$ cat config.mk
export PLATFORM = sky130hd
export DESIGN_NAME = r3_triplet_collect
export DESIGN_NICKNAME = d
export VERILOG_FILES = /design/src/rtl/r3_triplet_collect.sv
export SDC_FILE = /design/constraint.sdc
export NUM_CORES = 1
export LEC_CHECK = 0
export CAP_MARGIN = 30
export CORE_ASPECT_RATIO = 1.2
export CORE_MARGIN = 5
export CORE_UTILIZATION = 60
export DETAILED_ROUTE_END_ITERATION = 12
export HOLD_SLACK_MARGIN = 0.02
export PLACE_DENSITY = 0.85
export REMOVE_ABC_BUFFERS = 1
export SLEW_MARGIN = 40
export SYNTH_ARGS = -nofsm -noshare
export SYNTH_HDL_FRONTEND = slang
export SYNTH_SLANG_ARGS = --single-unit
export TNS_END_PERCENT = 20
$ cat constraint.sdc
create_clock -name clk -period 7.61 [get_ports clk]
set_clock_uncertainty 0.05 [all_clocks]
set_input_delay 0.761 -clock clk [delete_from_list [all_inputs] [get_ports clk]]
set_output_delay 0.761 -clock clk [all_outputs]
set_load 0.03 [all_outputs]
$ cat src/rtl/r3_triplet_collect.sv
// Radix-3 triplet collector. It gathers samples n-2D, n-D and n of each block into one
// (x0,x1,x2) triplet. All state changes on the falling edge of clk.
module r3_triplet_collect #(
  parameter int D  = 3,
  parameter int KW = 2
) (
  input  logic          clk,
  input  logic          rst,
  input  logic          in_valid,
  input  logic [31:0]   din,
  output logic          out_valid,
  output logic [31:0]   x0,
  output logic [31:0]   x1,
  output logic [31:0]   x2,
  output logic [KW-1:0] out_k,
  output logic          out_last
);

  typedef enum logic [1:0] {LEG0, LEG1, LEG2} leg_t;

  leg_t          p, p_next;
  logic [KW-1:0] k, k_next;
  logic          k_at_end;
  logic          emit;
  logic [31:0]   dline [2*D];

  // NOTE: every signal driven here gets a default value first, so no path leaves it unassigned and no latch is inferred.
  always_comb begin
    p_next   = p;
    k_next   = k;
    k_at_end = (k == KW'(D - 1));
    emit     = in_valid && (p == LEG2);
    if (in_valid) begin
      if (!k_at_end) begin
        k_next = k + KW'(1);
      end else begin
        k_next = '0;
        case (p)
          LEG0:    p_next = LEG1;
          LEG1:    p_next = LEG2;
          default: p_next = LEG0;
        endcase
      end
    end
  end

  // NOTE: sequential state uses non-blocking assignments, so every register in this block reads the values from before the edge.
  always_ff @(negedge clk) begin
    if (rst) begin
      p         <= LEG0;
      k         <= '0;
      out_valid <= 1'b0;
      out_last  <= 1'b0;
      out_k     <= '0;
      x0        <= '0;
      x1        <= '0;
      x2        <= '0;
      // NOTE: the delay line is cleared on reset as well, so no stale sample from an abandoned block can reach a triplet.
      for (int i = 0; i < 2*D; i++) dline[i] <= '0;
    end else begin
      p         <= p_next;
      k         <= k_next;
      out_valid <= emit;
      out_last  <= emit && k_at_end;
      if (in_valid) begin
        dline[0] <= din;
        for (int i = 1; i < 2*D; i++) dline[i] <= dline[i-1];
      end
      // dline[D-1] holds sample n-D and dline[2D-1] holds sample n-2D before this shift.
      if (emit) begin
        x0    <= dline[2*D-1];
        x1    <= dline[D-1];
        x2    <= din;
        out_k <= k;
      end
    end
  end

endmodule

* Word level (Yosys, flattened, before mapping) *
Memory sizes are Yosys's and may differ from the RTL's. A register that Yosys moved wholly into a read port is not among the register bits.
Index checks and enable logic that the tools add are counted.

storage, ports and cells
  memories kept = 1
  memory bits (writable) = 192
  output and inout port bits = 100
  word-level logic and storage cells = 35
  flip-flop bits (word level) = 72

memory list
  memory  words  width  rd ports  clocked after memory_dff  write ports  line  RTL
  dline   6      32     6         1                         6            25    logic [31:0] dline [2*D];

operators by class
  bitwise gates (word level) = 6
  equality and inequality tests = 3
  multiplexer cells = 13
  reductions and logical operators = 4
  add/subtract/negate cells = 1

operators by type and width
  operator                                             number
  two-way mux 32 bit                                   6
  bitwise OR 1 bit                                     6
  two-way mux 1 bit                                    5
  equality test 2 bit, second input constant           2
  case mux 2 bit (2 select lines)                      1
  adder 2 x 1 -> 2 bit, second input constant          1
  equality test 2 x 1 -> 1 bit, second input constant  1
  logical AND 1 bit                                    2
  zero test 2 bit                                      1
  two-way mux 2 bit                                    1
  AND reduction 2 bit                                  1

* Longest topological paths before layout *
Gate-level depths: netlist of the first run.

  depth in word-level cells = 4
  mapped depth = 5
  depth with buffers taken out = 2

==> metrics, run 1 <==
Mapped Cells=858; Final Wtd Congestion=0.690; final setup fails=0; core area=0.0193 mm^2; GRT Total Usage=0.182; CP startpoint kind=flip-flop; Via density=4.64; Setup Fix Bufs, Post-CTS=0; Final #Nets=1309; leak pwr=6.62 nW; Arrival @ worst endpoint=5.45 ns; post-synth top area share=0.494; wire length of the first global-routing pass=33700 um; die height=163 um; largest net degree at the start of global routing=113; Clk Latency, worst-skew pair=0.58 ns; row count=56; H-Tree Depth=1; max-cap violations=0; Hold-fix buffers, CTS=0; DRT Pass-1 Iters=4; RSZ-0062 raised after global routing=no; grt total ovfl=0; fin. max-slew vios=0; Buf/Inv on CP=1; Final Hold Fails=0; status=completed; fillers=1167; required time of the critical path=6.80 ns; Synth Warn #=0; worst-case clock buffer depth=3; number of antenna violations at the first check in global routing=0; VDD IR max=209 uV; drt initial violations=405; Initial Util=0.604; CTS tree=yes; root buf cell=clkbuf_16; per-cell routed wire length=12.8 um; DIE AREA=0.0224 mm^2; CP Cell Sequence=clkdlybuf4s50_1; #FFs+latches synth=296; hold_ws=0.417 ns; ys flop type=edfxtp_1; final WL=20000 um; crit path capture type=output pin; register area share after synthesis=0.672; slowest stage delay, CP=0.69 ns; count leader, synth=nand2b_1; worst hold-check path type=reg -> reg; Antenna Nets Post-Route=0; DRC=0; routed vias=7211; ys async rst share=0; Ports=135; number of global-route vias before repair=8027; top cell type by total area after synthesis=edfxtp_1; Area growth syn-to-layout=30.8%; PwrDens=260 mW/mm^2; Synth Area per Inst=13.6 um^2; Post-synth EDFFs=192; Worst-Margin Slew=0.570 ns; Clock transition at path regs=0.04 ns; post-route cell area=0.0153 mm^2; Buffers on Ports=134; clock sinks=296; post-DP HPWL=10600 um; Mapped Area=0.0117 mm^2; area post-placement=0.0132 mm^2; Max-slew headroom=0.620; die extent in x=137 um; Post-CTS Resized=0; Top delay family on crit path=buffers and inverters; synth cell count leaders=201 x nand2b_1, 192 x and2_1, 192 x edfxtp_1; Crit-path slowest cell=clkdlybuf4s50_1; synth unique cells=21; Synth area leaders=edfxtp_1 49%, dfxtp_1 18%, nand2b_1 11%; CP max FO=2; Ant. Diodes=0; total CTS buffers=29; share of cells above drive strength 1=0.0487; Setup CP Type=reg -> out
[stage by stage]
step           power [mW]  setup slack (ns)  cells  setup TNS [ns]  utilization
2_1_floorplan        2.13            -0.763    804          -74.80            -
5_1_grt              4.26              1.27   1554               0        0.790
6_report             3.97              1.35   1554               0        0.790
4_1_cts              4.05              1.32   1554               0        0.790
3_3_place_gp         2.18              1.12   1209               0        0.684
3_5_place_dp         2.19              1.05   1209               0        0.684
[logic make-up (layout without fill, tap and decap cells)]
group / count (synthesis) / count (layout) / share of synthesized area
and+or+nand+nor: 404 / 404 / 0.217
DFF: 296 / 296 / 0.672
muxes: 100 / 100 / 0.0859
buffers and inverters: 56 / 491 / 0.0238
AOI/OAI and AO/OA: 2 / 2 / 0.000857
[cells in the final DEF (no fill, tap or decap), types with 2 or more instances in the layout]
| cell type | instances |
|---|---|
| bufinv_16 | 4 |
| nand2b_1 | 201 |
| or3b_2 | 2 |
| dfxtp_1 | 104 |
| clkdlybuf4s50_1 | 133 |
| clkinvlp_2 | 10 |
| mux2i_1 | 99 |
| buf_12 | 6 |
| clkbuf_16 | 29 |
| and2_1 | 192 |
| buf_4 | 5 |
| inv_4 | 2 |
| edfxtp_1 | 192 |
| inv_1 | 301 |
| a21oi_1 | 2 |
[cell type report]
type / instances / area (um^2) / share of cell area
inverter: 1 / 3.75 / 0.000246
timing repair buffer: 144 / 1490 / 0.0975
sequential: 296 / 7850 / 0.514
clock inverter: 317 / 1330 / 0.0867
multi-input combinational: 506 / 3560 / 0.233
clock buffer: 29 / 726 / 0.0475
tap: 261 / 327 / 0.0214
[state kept, by name, indices dropped and copies added (netlist names), 2 cells and up]
name   flops
x0        32
x1        32
k          2
out_k      2
dline    192
p          2
x2        32
[where the power goes]
part | total, mW | internal [mW] | switching, mW
clock | 2.03 | 1.04 | 0.995
combinational | 0.122 | 0.0595 | 0.0625
sequential | 1.81 | 1.80 | 0.0183
total | 3.97 | 2.89 | 1.08
[per-layer routing]
layer	global-route usage	routed length (um)
met5	0	0
met4	0.0898	218
met3	0.0822	1040
met2	0.303	10600
met1	0.195	8100
[worst paths after layout]
kind              startpoint      to  slack [ns]  cells after the start
hold reg to reg       x0[16]  x0[16]        0.42                      2
setup reg to reg        p[0]  x1[21]        6.16                      3
hold / removal        x0[16]  x0[16]        0.42                      2
setup / recovery      x1[31]  x1[31]        1.35                      1
Note: power is estimated with default switching activity, not from simulation.
==> run 2, diff against run 1 <==
Settings changed: CORE_UTILIZATION 60 to 50, PLACE_DENSITY 0.85 to 0.75.
Clock period 7.61 ns to 5.43 ns, I/O delays scaled along.
==> metrics, run 2 (synthesis gave the netlist of run 1 again) <==
Crit-path slowest cell=clkdlybuf4s50_1; required time of the critical path=4.84 ns (-1.96 ns); per-cell routed wire length=12.1 um (-5.9%); wire length of the first global-routing pass=33100 um (-1.8%); core area=0.0231 mm^2 (+20%); Ports=135 (unchanged); largest net degree at the start of global routing=105 (-7.1%); post-DP HPWL=10600 um (-0.68%); Final Wtd Congestion=0.683 (-1.0%); Top delay family on crit path=buffers and inverters; most common cell after layout, fill and taps aside=inv_1; Clk network pwr share=0.488 (-0.024); CP max FO=2 (unchanged); Buf/Inv on CP=1 (unchanged); die extent in x=149 um (+8.9%); Inst Count DP=1263 (+4.5%); Place WS=0.509 ns (-0.545 ns); final WL=19400 um (-2.8%); Setup WS post-layout=0.469 ns (-0.878 ns); Hold-fix buffers, CTS=0 (unchanged); Via density=4.43 (-4.5%); Max-slew headroom=0.489 (-0.132); final setup fails=0 (unchanged); share of cells above drive strength 1=0.0426 (-0.00609); root buf cell=clkbuf_16; number of antenna violations at the first check in global routing=0 (unchanged); Setup Fix Bufs, Post-CTS=0 (unchanged); die height=177 um (+9.0%); VDD IR max=292 uV (+40%); FF-to-FF path depth=3 (unchanged); H-Tree Depth=1 (unchanged); Tot Pwr=5.30 mW (+34%); slowest stage delay, CP=0.70 ns (about the same); Post-CTS Resized=0 (unchanged); Area growth syn-to-layout=30.5%; Largest register FFs=192 (unchanged); Worst-Margin Slew=0.767 ns (+0.198 ns); row count=61 (+8.9%); crit path capture type=output pin; Gate power share=0.033 (+0.002); Final TNS setup=0 ns (unchanged); CP Cell Sequence=clkdlybuf4s50_1; worst-case clock buffer depth=3 (unchanged); Arrival @ worst endpoint=4.37 ns (-1.08 ns); Clk Latency, worst-skew pair=0.59 ns (about the same); R2R Setup Slk=4.01 ns (-2.15 ns); CP startpoint kind=flip-flop; Initial Util=0.505 (-0.0989); crit path to=x2[22]; grt total ovfl=0 (unchanged); drt initial violations=271 (-33%); launching point of the worst reg2reg path=p[0]; leak pwr=6.59 nW (-0.43%); DRC=0 (unchanged); Setup CP Type=reg -> out; CTS tree=yes; Sw Ratio=0.273 (+0.00170); most frequent cells in the layout=306 x inv_1, 201 x nand2b_1, 192 x and2_1, 192 x edfxtp_1, 133 x clkdlybuf4s50_1; Final Hold Fails=0 (unchanged); fin cells=1605 (+3.3%); Psw=1.45 mW (+34%); Ant. Diodes=0 (unchanged); DIE AREA=0.0265 mm^2 (+19%); Levels on crit path=1 (unchanged); routed vias=7110 (-1.4%); status=completed; PwrDens=348 mW/mm^2 (+34%); FF-to-FF End=x1[30]; Final #Nets=1309 (unchanged); GRT Total Usage=0.149 (-0.0336); clock sinks=296 (unchanged); Clock transition at path regs=0.05 ns (about the same); worst hold-check path type=reg -> reg; Buffers on Ports=134 (unchanged); CP startpoint=x2[22]; fin. max-slew vios=0 (unchanged); Antenna Nets Post-Route=0 (unchanged); hold_ws=0.416 ns (-0.00122 ns); Biggest register=dline; DRT Pass-1 Iters=4 (unchanged); total CTS buffers=29 (unchanged); max-cap violations=0 (unchanged); RSZ-0062 raised after global routing=no; P_int=3.86 mW (+33%); number of global-route vias before repair=7896 (-1.6%); Reg power frac=0.479 (+0.022)
## run 2: changes by cell type in the layout (fill, tap and decap cells not counted), sizes merged
| cell | previous run | this run |
|---|---|---|
| clkinvlp | 10 | 7 |
| bufinv | 4 | 0 |
| inv | 304 | 308 |
## run 2: worst min path at each step
stage	startpoint	to	slack [ns]	cells after the start
detailed placement	x0[23]	x0[23]	0.41	2
floorplan	k[1]	out_last	0.40	2
finish	x1[18]	x1[18]	0.42	2
CTS	x0[23]	x0[23]	0.42	2
global placement	x2[8]	x2[8]	0.41	2
global route	x1[20]	x1[20]	0.44	2
## run 2: power by group through the flow
stage | Clock, mW | Combinational (mW) | Sequential, mW
after global routing | 3.01 | 0.194 | 2.54
after CTS | 2.72 | 0.178 | 2.54
after global placement | 0.326 | 0.174 | 2.57
final | 2.59 | 0.173 | 2.54
after floorplan | 0.326 | 0.0970 | 2.57
after detailed placement | 0.326 | 0.177 | 2.57
## run 2: stage by stage
stage	cell area [um^2]	util
final	15200	0.659
after global routing	15200	0.659
after CTS	15200	0.659
after detailed placement	13300	0.575
after global placement	13300	0.575
after floorplan	11400	-
## run 2: final cells by class
class | instances | area [um^2]
multi-input combinational | 506 | 3560
clock buffer | 29 | 726
sequential | 296 | 7850
inverter | 1 | 3.75
clock inverter | 314 | 1210
fill | 1746 | 7890
tap | 315 | 394
timing repair buffer | 144 | 1500
## run 2: routing by layer
metal	vias to the layer above	routed length (um)	global-route usage
met5	-	0	0
met4	0	325	0.0828
met3	33	1040	0.0743
met2	125	9740	0.230
met1	3265	8280	0.167
li1	3687	-	-
## run 2: worst register-to-register path, stage by stage (launching register included)
cell	delay, ns
dfxtp_1	0.33
and3b_4	0.34
buf_12	0.29
mux2i_1	0.33
